## src/rtl/uart_hex_tx_ctrl.sv

```systemverilog
// uart_hex_tx_ctrl: sends a snapshot of x as 4 ASCII hex chars (+ optional CR LF) over the uart_tx tdre/ready handshake; in: clk clr go x tdre, out: ready tx_data busy done
module uart_hex_tx_ctrl #(
  parameter bit EOL = 1'b1,
  parameter bit UPPER = 1'b1,
  parameter int ACK_TO = 16
) (
  input  logic        clk,
  input  logic        clr,
  input  logic        go,
  input  logic [15:0] x,
  input  logic        tdre,
  output logic        ready,
  output logic [7:0]  tx_data,
  output logic        busy,
  output logic        done
);
  localparam logic [2:0] LAST = EOL ? 3'd5 : 3'd3;
  localparam int CW = $clog2(ACK_TO + 1);
  typedef enum logic [2:0] {IDLE, LOAD, WAIT_RDY, WAIT_ACK, WAIT_DONE, FINISH} state_t;
  state_t r_state;
  logic r_go_q, r_arm;
  logic [15:0] r_x;
  logic [2:0] r_idx;
  logic [CW-1:0] r_cnt;
  logic [3:0] w_nib;
  logic [7:0] w_byte;
  logic w_start;
  always_comb begin
    w_nib = r_idx == 3'd0 ? r_x[15:12] : r_idx == 3'd1 ? r_x[11:8] : r_idx == 3'd2 ? r_x[7:4] : r_x[3:0];
    w_byte = r_idx == 3'd4 ? 8'h0d : r_idx == 3'd5 ? 8'h0a :
             w_nib <= 4'd9 ? 8'h30 + {4'h0, w_nib} : (UPPER ? 8'h37 : 8'h57) + {4'h0, w_nib};
  end
  assign w_start = go & ~r_go_q & r_arm;
  always_ff @(posedge clk) begin
    if (clr) begin
      r_state <= IDLE;
      r_go_q <= 1'b0;
      r_arm <= 1'b0;
      r_x <= '0;
      r_idx <= '0;
      r_cnt <= '0;
      ready <= 1'b0;
      tx_data <= 8'h00;
      busy <= 1'b0;
      done <= 1'b0;
    end else begin
      r_go_q <= go;
      r_arm <= r_arm | ~go;
      ready <= 1'b0;
      done <= 1'b0;
      case (r_state)
        IDLE: if (w_start) begin
          r_x <= x;
          r_idx <= '0;
          busy <= 1'b1;
          r_state <= LOAD;
        end
        LOAD: begin
          tx_data <= w_byte;
          r_state <= WAIT_RDY;
        end
        WAIT_RDY: if (tdre) begin
          ready <= 1'b1;
          r_cnt <= '0;
          r_state <= WAIT_ACK;
        end
        WAIT_ACK: begin
          if (!tdre) r_state <= WAIT_DONE;
          else if (r_cnt == CW'(ACK_TO - 1)) r_state <= WAIT_RDY;
          else r_cnt <= r_cnt + 1'b1;
        end
        WAIT_DONE: if (tdre) begin
          if (r_idx == LAST) begin
            done <= 1'b1;
            r_state <= FINISH;
          end else begin
            r_idx <= r_idx + 3'd1;
            r_state <= LOAD;
          end
        end
        FINISH: begin
          busy <= 1'b0;
          r_state <= IDLE;
        end
        default: r_state <= IDLE;
      endcase
    end
  end
endmodule

```

## config.mk

```make
export PLATFORM = sky130hd
export DESIGN_NAME = uart_hex_tx_ctrl
export DESIGN_NICKNAME = d
export VERILOG_FILES = /design/src/rtl/uart_hex_tx_ctrl.sv
export SDC_FILE = /design/constraint.sdc
export NUM_CORES = 1
export LEC_CHECK = 0
export ABC_CLOCK_PERIOD_IN_PS = 2190
export CORE_ASPECT_RATIO = 1.75
export CORE_MARGIN = 2
export CORE_UTILIZATION = 48
export CTS_CLUSTER_SIZE = 25
export DETAILED_ROUTE_END_ITERATION = 8
export PLACE_DENSITY = 0.75
export SYNTH_ARGS = -nofsm -noshare
export SYNTH_HDL_FRONTEND = slang
export SYNTH_SLANG_ARGS = --single-unit
```

## constraint.sdc

```tcl
create_clock -name clk -period 2.19 [get_ports clk]
set_input_delay 0.3285 -clock clk [delete_from_list [all_inputs] [get_ports clk]]
set_output_delay 0.3285 -clock clk [all_outputs]
set_load 0.1 [all_outputs]
```

==> results.py <==
metrics = {
    "hold_path": {
        "holdCritStartpoint": "r_cnt[4]$_SDFFE_PP0P_",
        "min_path_type": "reg2reg",
    },
    "synth": {
        "ys_ff_latch": 39,
        "synthesis.area_um2": 1990,
        "synth.avg_cell_area_um2": 7.99,
        "yosysTopAreaCellShare_pct": 39.2,
        "yosysSeqAreaShare_pct": 39.2,
        "synth_area_leader_cell": "dfxtp_1",
        "synth_fa_ha_area_share_pct": 4.40,
        "synthXorXnorAreaFrac_pct": 0.880,
        "synth_edf_count": 0,
        "synth_top_family_by_area": "compound AO/OA/AOI/OAI gates",
        "synthArstFlopShare_pct": 0,
        "yosysMostFrequentCell": "nand2_1",
        "synthMuxAreaShare_pct": 0.503,
        "syn_inst": 249,
        "synth_cell_types": 53,
        "synthSimpleGateAreaFrac_pct": 23.4,
        "synth-compound-area-share_pct": 24.8,
        "synth_nets": 276,
        "synth_common_cells": "nand2_1, dfxtp_1, a21oi_1, inv_1, o21ai_0",
        "synth_ff_type": "dfxtp_1",
        "synth_area_leaders": "dfxtp_1, nand2_1, a21oi_1, ha_1, inv_1",
        "yosysWarnings": 0,
    },
    "pwr": {
        "p_leak_uw": 0.000918,
        "p_per_area_nw_per_um2": 673,
        "ir_worst_vdd_mv": 0.513,
        "total_power_uw": 1700,
    },
    "final_layout": {
        "multiInputGateArea_um2": 1140,
        "fin_util_pct": 61.9,
        "nFillCells": 370,
        "num_antenna_cells": 0,
        "register_area_um2": 782,
        "area_growth_syn_to_layout_pct": 26.6,
        "fin_nets": 311,
        "drive_above_1_share_pct": 18.6,
        "fin_area_um2": 2520,
    },
    "worst_setup_path": {
        "r2r_start": "r_idx[0]$_SDFFE_PP0P_",
        "cp.required_ns": 2.36,
        "critical-path-max-stage-delay_ns": 0.36,
        "worst-path-buf-inv": 2,
        "cp-start-kind": "register",
        "critPathTopFamily": "compound AO/OA/AOI/OAI gates",
        "cp-end-kind": "register",
        "crit_path_top_delay_cell": "a221o_1",
        "cp_max_fo": 8,
        "crit_type": "reg2reg",
        "worstPathArrival_ns": 2.25,
        "startpoint": "r_idx[0]$_SDFFE_PP0P_",
        "crit_chain": "inv_2, ha_2, buf_4, a21oi_1, a221o_1, and2_4, a221oi_2, a221oi_1",
    },
    "clock_tree": {
        "holdBufCountCts": 0,
        "clock-root-buffer": "clkbuf_8",
        "htreeDepth": 2,
        "clkTransAtPathRegs_ns": 0.08,
        "clockBufferDepth": 2,
        "insertion_delay_ns": 0.30,
        "cts_buffers": 5,
        "cts_tree": "built",
        "cts_sinks": 39,
    },
    "detailed_routing": {
        "firstDrtPassIters": 4,
        "vias": 1852,
        "drtIter0Drc": 45,
        "drt-wirelength-per-cell_um": 13.6,
        "drc": 0,
        "routed_wirelength_mm": 4.53,
        "vias_per_cell": 5.54,
        "antenna_left": 0,
    },
    "sta": {
        "finClkSkew_ns": 0.00906,
        "tns_ns": 0,
        "slew_viol_final": 0,
        "post-route-period-util_pct": 94.7,
        "setup_violations": 0,
        "hold_violations": 0,
        "rsz0062_at_grt": "false",
        "max_freq_ghz": 0.482,
        "period_needed_ns": 2.07,
    },
    "floorplanning": {
        "die_h_um": 89.2,
        "die-area_um2": 4700,
        "row_count": 31,
        "coreArea_um2": 4070,
        "die_x_um": 52.7,
        "initial_core_util_pct": 48.9,
        "ios": 31,
    },
    "global_routing": {
        "globalRouteTotalUtil_pct": 21.0,
        "overflow": 0,
        "antenna_found_initial": 0,
        "grt_start_max_net_pins": 37,
        "grt_pass1_vias": 1674,
        "grt_pass1_wl_mm": 7.38,
    },
    "flow_run": {
        "maxCapViolations": 0,
    },
    "placement": {
        "routabilityCongestion": 0.868,
        "port_buffers": 29,
        "post-dp-hpwl_mm": 3.28,
        "place_area_um2": 2340,
    },
    "outcome": {
        "status": "finished clean",
    },
}
## area by class of cell
type | instances | area share [%]
repair buffers | 43 | 15.2
well taps | 49 | 2.43
clock buffers | 7 | 3.82
multi-input cells | 181 | 45.1
flip-flops and latches | 39 | 31.0
inverters | 14 | 2.09
clock inverters | 1 | 0.298
## power breakdown
group	switching [uW]	internal, uW
Clock	256	286
Combinational	237	148
Sequential	28.0	740
## cells by family after synthesis
kind of cell / count (synthesis)
AO/OA/AOI/OAI: 74
other: 1
AND/OR/NAND/NOR: 96
adder cells (fa/ha/maj): 7
flip-flops: 39
buffers and inverters: 29
XOR/XNOR: 2
multiplexers: 1
## cell usage in the layout, fill, tap and decap left out, types with 2 or more instances in the layout
cell,count
nand2_1,54
dfxtp_1,38
a21oi_1,32
buf_4,23
clkdlybuf4s50_1,19
inv_1,12
o21ai_0,9
nor2_1,8
clkbuf_8,7
nand3b_1,5
or3_1,5
nor3_1,4
nand2b_1,4
nor3_2,3
o21a_1,3
a221oi_2,3
a31oi_1,3
nand3_1,3
ha_4,3
ha_1,3
inv_2,2
o221ai_1,2
a211oi_1,2
o21bai_1,2
xnor2_1,2
nor2b_1,2
## worst paths after layout
kind	endpoint	slack, ns	depth (start not counted)
max	tx_data[1]$_SDFFE_PP0P_	0.12	8
min	r_cnt[4]$_SDFFE_PP0P_	0.45	2
max reg2reg	tx_data[1]$_SDFFE_PP0P_	0.12	8
min reg2reg	r_cnt[4]$_SDFFE_PP0P_	0.45	2
## metal layers
metal | wire length [um] | track usage (%) | vias to the layer above
met5 | 0 | 0 | -
met4 | 104 | 9.79 | 0
met3 | 113 | 4.18 | 8
met2 | 2460 | 37.8 | 33
met1 | 1860 | 22.8 | 872
li1 | - | - | 939
## per-stage QoR
step | hold slack (ns) | cells | worst slack (ns)
after floorplan | 0.420 | 249 | 0.0488
after global placement | 0.441 | 323 | 0.0356
after detailed placement | 0.446 | 323 | -0.0849
after CTS | 0.454 | 331 | 0.0430
after global routing | 0.479 | 334 | 0.00794
final | 0.453 | 334 | 0.116
## flip-flops by register name, summed over array words and instances, names as in the netlist
register / cells
r_x: 16
tx_data: 7
r_cnt: 5
r_idx: 3
r_state: 3
busy: 1
done: 1
r_arm: 1
r_go_q: 1
ready: 1
## worst min-delay path, delay by kind of cell (launching register included)
kind	cells	cell delay [ns]
DFF	1	0.31
and+or+nand+nor	1	0.05
AOI/OAI and AO/OA	1	0.05
## what timing repair did
| action | CTS | global route |
|---|---|---|
| buffers inserted | 0 | 3 |
| endpoints found under the setup margin | 3 | 7 |
| pin swaps | 0 | 3 |
| gates resized for setup | 5 | 8 |
No activity file was read; power rests on OpenSTA's default activity.
